===== config.mk =====
export PLATFORM = sky130hd
export DESIGN_NAME = shift_cmd_seq
export DESIGN_NICKNAME = d
export VERILOG_FILES = /design/src/rtl/shift_cmd_seq.sv
export SDC_FILE = /design/constraint.sdc
export NUM_CORES = 1
export LEC_CHECK = 0
export CAP_MARGIN = 30
export CORE_ASPECT_RATIO = 1.25
export CORE_UTILIZATION = 64
export CTS_BUF_LIST = sky130_fd_sc_hd__clkbuf_8
export DETAILED_ROUTE_END_ITERATION = 16
export PLACE_DENSITY = 0.87
export SYNTH_ARGS = -nofsm -noshare
export SYNTH_HDL_FRONTEND = slang
export SYNTH_SLANG_ARGS = --single-unit

===== constraint.sdc =====
create_clock -name clk -period 4.15 [get_ports clk]
set_clock_uncertainty 0.15 [all_clocks]
set_input_delay 1.0375 -clock clk [delete_from_list [all_inputs] [get_ports clk]]
set_output_delay 1.0375 -clock clk [all_outputs]
set_load 0.02 [all_outputs]

===== src/rtl/shift_cmd_seq.sv =====
// shift_cmd_seq: FIFO-buffered multi-beat command sequencer driving an 8-bit shift register.
// Optional SHIFT_SEQ_DONE_EN adds a one-cycle done pulse after each command's final beat.
module shift_cmd_seq #(
  parameter int DEPTH = 4,
  parameter int CNT_W = 4
) (
  input  logic             clk,
  input  logic             rst_n,
  input  logic             cmd_valid,
  output logic             cmd_ready,
  input  logic [2:0]       cmd_op,
  input  logic [CNT_W-1:0] cmd_cnt,
  input  logic [7:0]       cmd_data,
  output logic [2:0]       sr_contrl,
  output logic             sr_datain,
  output logic [7:0]       sr_setdata,
  output logic             busy,
  output logic [7:0]       q_model
`ifdef SHIFT_SEQ_DONE_EN
  ,
  output logic             done
`endif
);
  localparam int AW = $clog2(DEPTH);
  localparam int EW = 3 + CNT_W + 8;
  typedef enum logic {IDLE, RUN} state_t;
  state_t           r_state;
  logic [EW-1:0]    r_mem [DEPTH];
  logic [AW-1:0]    r_wp, r_rp;
  logic [AW:0]      r_fill;
  logic [CNT_W-1:0] r_left;
  logic [2:0]       r_idx, r_op, r_contrl;
  logic [7:0]       r_data, r_q, r_setdata;
  logic             r_datain;
  logic             w_empty, w_push, w_pop, w_last;
  logic [2:0]       w_hop, w_nidx;
  logic [CNT_W-1:0] w_hcnt;
  logic [7:0]       w_hdata, w_qn;
  assign w_empty   = r_fill == '0;
  assign cmd_ready = r_fill != (AW+1)'(DEPTH);
  assign w_push    = cmd_valid & cmd_ready;
  assign w_last    = (r_state == RUN) && (r_left == '0);
  assign w_pop     = !w_empty && ((r_state == IDLE) || w_last);
  assign {w_hop, w_hcnt, w_hdata} = r_mem[r_rp];
  assign w_nidx    = r_idx + 3'd1;
  assign sr_contrl  = r_contrl;
  assign sr_datain  = r_datain;
  assign sr_setdata = r_setdata;
  assign q_model    = r_q;
  assign busy       = (r_state == RUN) || !w_empty;
  // Mirror of the shift register: what Q becomes after executing the op now on sr_*
  always_comb begin
    w_qn = {r_q[6:0], r_q[7]};
    case (r_contrl)
      3'b000:  w_qn = 8'h00;
      3'b001:  w_qn = r_setdata;
      3'b010:  w_qn = {1'b0, r_q[7:1]};
      3'b011:  w_qn = {r_q[6:0], 1'b0};
      3'b100:  w_qn = {r_q[7], r_q[7:1]};
      3'b101:  w_qn = {r_datain, r_q[6:0]};
      3'b110:  w_qn = {r_q[0], r_q[7:1]};
      default: w_qn = {r_q[6:0], r_q[7]};
    endcase
  end
  always_ff @(posedge clk) begin
    if (w_push) r_mem[r_wp] <= {cmd_op, cmd_cnt, cmd_data};
  end
  always_ff @(posedge clk or negedge rst_n) begin
    if (!rst_n) begin
      r_state   <= IDLE;
      r_wp      <= '0;
      r_rp      <= '0;
      r_fill    <= '0;
      r_left    <= '0;
      r_idx     <= '0;
      r_op      <= '0;
      r_data    <= '0;
      r_q       <= '0;
      r_contrl  <= '0;
      r_datain  <= 1'b0;
      r_setdata <= '0;
    end else begin
      r_q    <= w_qn;
      r_fill <= r_fill + (AW+1)'(w_push) - (AW+1)'(w_pop);
      if (w_push) r_wp <= r_wp + AW'(1);
      if (w_pop) r_rp <= r_rp + AW'(1);
      if (w_pop) begin
        r_state   <= RUN;
        r_op      <= w_hop;
        r_data    <= w_hdata;
        r_left    <= w_hcnt;
        r_idx     <= '0;
        r_contrl  <= w_hop;
        r_datain  <= (w_hop == 3'b101) & w_hdata[0];
        r_setdata <= (w_hop == 3'b001) ? w_hdata : 8'h00;
      end else if ((r_state == RUN) && !w_last) begin
        r_left   <= r_left - CNT_W'(1);
        r_idx    <= w_nidx;
        r_datain <= (r_op == 3'b101) & r_data[w_nidx];
      end else begin
        // Hold beat re-writes Q[7] with its own post-edge value, leaving Q steady
        r_state   <= IDLE;
        r_contrl  <= 3'b101;
        r_datain  <= w_qn[7];
        r_setdata <= 8'h00;
      end
    end
  end
`ifdef SHIFT_SEQ_DONE_EN
  always_ff @(posedge clk or negedge rst_n) begin
    if (!rst_n) done <= 1'b0;
    else done <= w_last;
  end
`endif
endmodule


==> results of run 1 <==
## critical path: stages (launching register included)
cell	delay (ps)
dfrtp_1	460
or3_1	520
nor2_1	200
inv_1	60
clkdlybuf4s50_1	530
## through the flow
| step | util [%] | worst slack, ps |
|---|---|---|
| finish | 77.3 | 814 |
| global route | 77.3 | 714 |
| CTS | 77.0 | 805 |
| floorplan | - | 1330 |
| detailed placement | 73.8 | 886 |
| global placement | 73.8 | 958 |
## power by group through the flow
| stage | Sequential [mW] | Combinational, mW | Clock [mW] |
|---|---|---|---|
| final | 1.75 | 1.43 | 0.662 |
| after global routing | 1.80 | 1.56 | 0.708 |
| after CTS | 1.75 | 1.44 | 0.667 |
| after detailed placement | 1.77 | 1.44 | 0 |
| after global placement | 1.76 | 1.38 | 0 |
| after floorplan | 1.74 | 0.986 | 0 |
## worst max path at each step
stage,slack (ps),to,start,depth (start not counted)
4_1_cts,810,busy,r_fill[1],4
3_3_place_gp,960,r_fill[2],cmd_valid,10
3_5_place_dp,890,r_fill[2],cmd_valid,10
5_1_grt,710,busy,r_fill[1],4
2_1_floorplan,1330,r_fill[2],r_left[0],14
6_report,810,busy,r_fill[1],4
## layout make-up
cell class	instances	area (µm²)	share of cell area, %
clock inverter	7	88.8	1.74
tap	87	109	2.13
inverter	17	63.8	1.25
multi-input combinational	147	1360	26.5
clock buffer	9	124	2.43
timing repair buffer	41	413	8.09
sequential	106	2950	57.8
## registers in the layout (all words and copies together), names as in the netlist
register / cells
q_model: 8
r_data: 8
r_fill: 3
r_idx: 3
r_left: 4
r_mem: 60
r_op: 3
r_rp: 2
r_state: 1
r_wp: 2
sr_contrl: 3
sr_datain: 1
sr_setdata: 8
## cell usage in the layout, fill, tap and decap left out, types with 2 or more instances in the layout
cell	count
edfxtp_1	60
dfrtp_1	46
clkdlybuf4s50_1	38
nand2_1	21
inv_1	16
o21ai_0	14
mux4_2	14
nor2_1	10
mux2_2	9
clkbuf_8	9
mux2i_1	8
a22o_1	8
ha_1	8
o211ai_1	6
xnor2_1	5
and3_1	5
nor3_1	3
mux4_1	3
inv_8	3
a211oi_1	2
a221o_1	2
nand3_1	2
a21oi_1	2
inv_6	2
## layer usage
layer | share of wire [%] | track usage [%] | vias up
met5 | 0 | 0 | -
met4 | 1.9 | 10.4 | 0
met3 | 3.2 | 3.38 | 16
met2 | 51 | 40.4 | 67
met1 | 44 | 30.1 | 1248
li1 | - | - | 1151
## cells by family (layout without fill, tap and decap cells)
kind of cell / after synthesis / after routing / synth area share (%)
AOI/OAI and AO/OA: 43 / 43 / 6.93
xor gates and xnor gates: 6 / 6 / 1.19
adders and majority gates: 9 / 9 / 2.72
buffers and inverters: 27 / 74 / 2.63
DFF: 106 / 106 / 66.7
muxes: 35 / 35 / 13.3
and+or+nand+nor: 54 / 54 / 6.53
==> metrics.txt, run 1 <==
R2R depth 13; setup violators final 0; hpwl dp 5370 µm; post-synth cell types 51; reg-to-reg endpoint r_fill[2]; Worst VDD drop 0.385 mV; post-cts gate resize count 0; CTS clk-pin slew, worst paths 100 ps; fin nets 349; Internal Power 2.47 mW; Worst Setup Start Kind flip-flop; total grt overflow 0; Post-Synthesis Cells 280; placed cell count 397; worst-path maximum fanout 9; I/O pins 40; Post-synth top flop edfxtp_1; post-synthesis sequential area ratio 66.7%; final WL 7590 µm; worst slew pin tran 815 ps; ant diodes 0; PwrDens 753 nW/µm²; Area Overhead vs Synth 15.4%; maximum clock rate 0.300 GHz; clock power share 17.2%; clock tree root driver cell clkbuf_8; Lkg Pwr 1.98 nW; # fillers 388; Cell Count, Final, Fillers Out 414; first-pass GRT wire length 12,500 µm; clock buffer depth 2; num rows 33; period utilization 80.4%; synth cell count leaders edfxtp_1 (60), dfrtp_1 (46), nand2_1 (21); Avg Vias per Cell 6.00; synthesized area per cell 15.8 µm²; # Post-CTS Setup Buffers 0; share of cells above drive strength 1 15.0%; IO buf count 39; Flop pwr share 45.5%; switching power 1.37 mW; GRT Util Overall 23.5%; Logic pwr share 37.2%; CP required 2960 ps; fin. max-slew vios 0; htree depth 3; area of placed instances 4870 µm²; # hold bufs at CTS 0; drt first-iter violations 138; Setup Crit Path Kind reg2out; drt pass-1 iters 4; cts bufs inserted 9; post-synth top area cell edfxtp_1; Cell Area, Synth 4420 µm²; register bit total from synthesis 106; pin count of the biggest net entering global routing 47; core box area 6610 µm²; unrepaired setup endpoints after global routing false; number of enable flip-flop cells after synthesis 60; CP arrival 2150 ps; min-delay worst type in2async; post-route cell area 5110 µm²; status finished, final reports clean; setup TNS 0 ps; Clk Latency, worst-skew pair 370 ps; die area 7250 µm²; total power 3.84 mW; clock sinks 106; final number of hold-violating endpoints 0; DRC 0; vias in the first global route 2,472; GPL Wtd Cong 0.817; hold slack 319 ps; Async SR Flop Fraction 43.4%; sw frac 35.6%; initial antenna violation count 0; Vias 2,482; die height 95.0 µm; FF-to-FF setup slack 1070 ps; CP endpoint kind output port; min Tclk post-route 3340 ps; Area contributors post-synth edfxtp_1 (41%), dfrtp_1 (26%), mux4_2 (7.1%); synth warn 0; drt wl/cell 18.3 µm; RR Startpoint r_left[0]; post-synth net total 307; share of the synthesized area in the top cell type 40.7%; initial core utilization 67.0%; post-route ant nets 0; max_slew headroom 45.6%; Die X 76.4 µm; CTS tree done; count leader, synth edfxtp_1; max-cap viol count 0
No activity file was read; power rests on OpenSTA's default activity.
==> run 2: changes to the inputs <==
--- a/config.mk
+++ b/config.mk
@@ -7,10 +7,10 @@
 export LEC_CHECK = 0
 export CAP_MARGIN = 30
 export CORE_ASPECT_RATIO = 1.25
-export CORE_UTILIZATION = 64
+export CORE_UTILIZATION = 54
 export CTS_BUF_LIST = sky130_fd_sc_hd__clkbuf_8
 export DETAILED_ROUTE_END_ITERATION = 16
-export PLACE_DENSITY = 0.87
+export PLACE_DENSITY = 0.79
 export SYNTH_ARGS = -nofsm -noshare
 export SYNTH_HDL_FRONTEND = slang
 export SYNTH_SLANG_ARGS = --single-unit
==> constraint.sdc (replaced) <==
create_clock -name clk -period 3 [get_ports clk]
set_clock_uncertainty 0.15 [all_clocks]
set_input_delay 0.75 -clock clk [delete_from_list [all_inputs] [get_ports clk]]
set_output_delay 0.75 -clock clk [all_outputs]
set_load 0.02 [all_outputs]
==> metrics.txt, run 2 (synthesis gave the netlist of run 1 again) <==
max reg flops 60 (unchanged); CP endpoint kind output port; Vias 2,512 (+1.2%); area of placed instances 4970 µm² (+2.1%); met3 Usage GRT 2.70% (-0.68 points); switching power 1.86 mW (+36%); status finished, final reports clean; Internal Power 3.38 mW (+37%); Worst Setup Start Kind flip-flop; first-pass GRT wire length 12,500 µm (about the same); worst slew pin tran 843 ps (+28.0 ps); hold slack 55.2 ps (-264 ps); vias in the first global route 2,531 (+2.4%); total power 5.24 mW (+36%); setup violators final 0 (unchanged); cts bufs inserted 9 (unchanged); worst-path maximum fanout 5 (-4); min Tclk post-route 2890 ps; Clk Latency, worst-skew pair 370 ps (about the same); GRT met2 Usage 33.7% (-6.7 points); M1 GR Usage 24.1% (-6.0 points); max_slew headroom 43.8% (-1.9 points); drt first-iter violations 126 (-8.7%); drt wl/cell 17.9 µm (-2.5%); PwrDens 1020 nW/µm² (+35%); GPL Wtd Cong 0.823 (+0.67%); Area Overhead vs Synth 16.5%; Final WS setup 109 ps (-705 ps); min-delay worst type in2async; CP required 2100 ps (-860 ps); Top reg by flops r_mem; worst path bufs/invs 2 (unchanged); fin. max-slew vios 0 (unchanged); maximum clock rate 0.346 GHz; period utilization 96.4%; CTS tree done; register area 2950 µm² (unchanged); I/O pins 40 (unchanged); unrepaired setup endpoints after global routing false; initial core utilization 56.1% (-11 points); clock tree root driver cell clkbuf_8; CP max-delay cell clkdlybuf4s50_1; post-cts gate resize count 0 (unchanged); Lkg Pwr 2.01 nW (+1.4%); pin count of the biggest net entering global routing 21 (-55%); post-route cell area 5150 µm² (+0.91%); Worst VDD drop 0.660 mV (+71%); die area 8560 µm² (+18%); setup TNS 0 ps (unchanged); post-route ant nets 0 (unchanged); initial antenna violation count 0 (unchanged); # hold bufs at CTS 0 (unchanged); crit-path cells or3_1, nor2_1, inv_1, clkdlybuf4s50_1; sw frac 35.5% (-0.12 points); Cell Count, Final, Fillers Out 433 (+4.6%); Logic pwr share 39.9% (+2.7 points); placed cell count 417 (+5.0%); Avg Vias per Cell 5.80 (-3.2%); pre-CTS setup slack 71.1 ps (-815 ps); clock sinks 106 (unchanged); final WL 7740 µm (+1.9%); # Post-CTS Setup Buffers 0 (unchanged); htree depth 3 (unchanged); hpwl dp 5460 µm (+1.7%); grt peak-use layer met2; GRT Util Overall 19.5% (-4.0 points); core box area 7880 µm² (+19%); # fillers 573 (+48%); Util after Layout 65.4% (-12 points); num rows 36 (+9.1%); most frequent cells in the layout edfxtp_1 (60), dfrtp_1 (46), clkdlybuf4s50_1 (38); multi-input logic area 1360 µm² (+0.65%); slowest stage delay, CP 540 ps (about the same); delay-heaviest family, CP buffers and inverters; Flop pwr share 45.5% (about the same); final number of hold-violating endpoints 0 (unchanged); IO buf count 39 (unchanged); DRC 0 (unchanged); Setup Crit Path Kind reg2out; clock power share 14.6% (-2.6 points); fin nets 360 (+3.2%); CP arrival 1990 ps (-160 ps); Die X 83.0 µm (+8.6%); total grt overflow 0 (unchanged); most common cell after layout, fill and taps aside edfxtp_1; share of cells above drive strength 1 17.5% (+2.5 points); CTS clk-pin slew, worst paths 90 ps (about the same); max-cap viol count 0 (unchanged); die height 103 µm (+8.7%); clock buffer depth 2 (unchanged); ant diodes 0 (unchanged); drt pass-1 iters 4 (unchanged)
[run 2: cell types whose count changed in the layout (fill, tap and decap cells not counted), moves of 2 or more]
cell        previous run  this run
buf_4                  1        13
clkinvlp_4             1         3
inv_6                  2         0
inv_8                  3         1
[run 2: power by group through the flow]
stage / logic, mW / registers, mW / clock network [mW]
floorplan: 1.36 / 2.41 / 0
global placement: 2.03 / 2.39 / 0
detailed placement: 2.10 / 2.41 / 0
CTS: 2.10 / 2.38 / 0.788
global route: 2.28 / 2.44 / 0.842
finish: 2.09 / 2.38 / 0.765
[run 2: final timing paths]
kind | cells past startpoint | slack [ps] | start | end
worst max-delay path | 4 | 110 | r_fill[1] | busy
worst min-delay path | 1 | 60 | rst_n | q_model[4]
worst max register to register | 13 | 240 | r_left[0] | r_fill[2]
worst min register to register | 1 | 350 | r_op[0] | r_op[0]
max in group asynchronous | 2 | 2130 | rst_n | r_fill[0]
min in group clk | 1 | 350 | r_op[0] | r_op[0]
[run 2: final cells by class]
type                    instances  share of cell area (%)
well taps                      95                    2.31
clock buffers                   9                    2.40
flip-flops and latches        106                    57.3
inverters                      17                    1.24
repair buffers                 52                    9.37
multi-input cells             147                    26.5
clock inverters                 7                   0.898
[run 2: per-layer routing]
metal  wire [µm]  up-vias
met5           0        -
met4         159        0
met3         158       12
met2        3970       49
met1        3450     1289
li1            -     1162
[run 2: worst reg2reg max path, cell delays in order (launching register included)]
cell and delay, ps:
dfrtp_1 390, inv_1 100, ha_1 200, nor3b_4 290, nand2b_2 240, nand2_2 90
inv_2 70, ha_1 220, inv_1 60, ha_1 140, inv_1 50, fa_1 380
xnor2_1 150, xnor2_1 120
==> run 3: changes to the inputs <==
--- a/config.mk
+++ b/config.mk
@@ -11,6 +11,7 @@
 export CTS_BUF_LIST = sky130_fd_sc_hd__clkbuf_8
 export DETAILED_ROUTE_END_ITERATION = 16
 export PLACE_DENSITY = 0.79
+export SKIP_LAST_GASP = 1
 export SYNTH_ARGS = -nofsm -noshare
 export SYNTH_HDL_FRONTEND = slang
 export SYNTH_SLANG_ARGS = --single-unit
==> results of run 3 <==
Same layout as run 2: the final DEF is identical, and so are final timing and power.
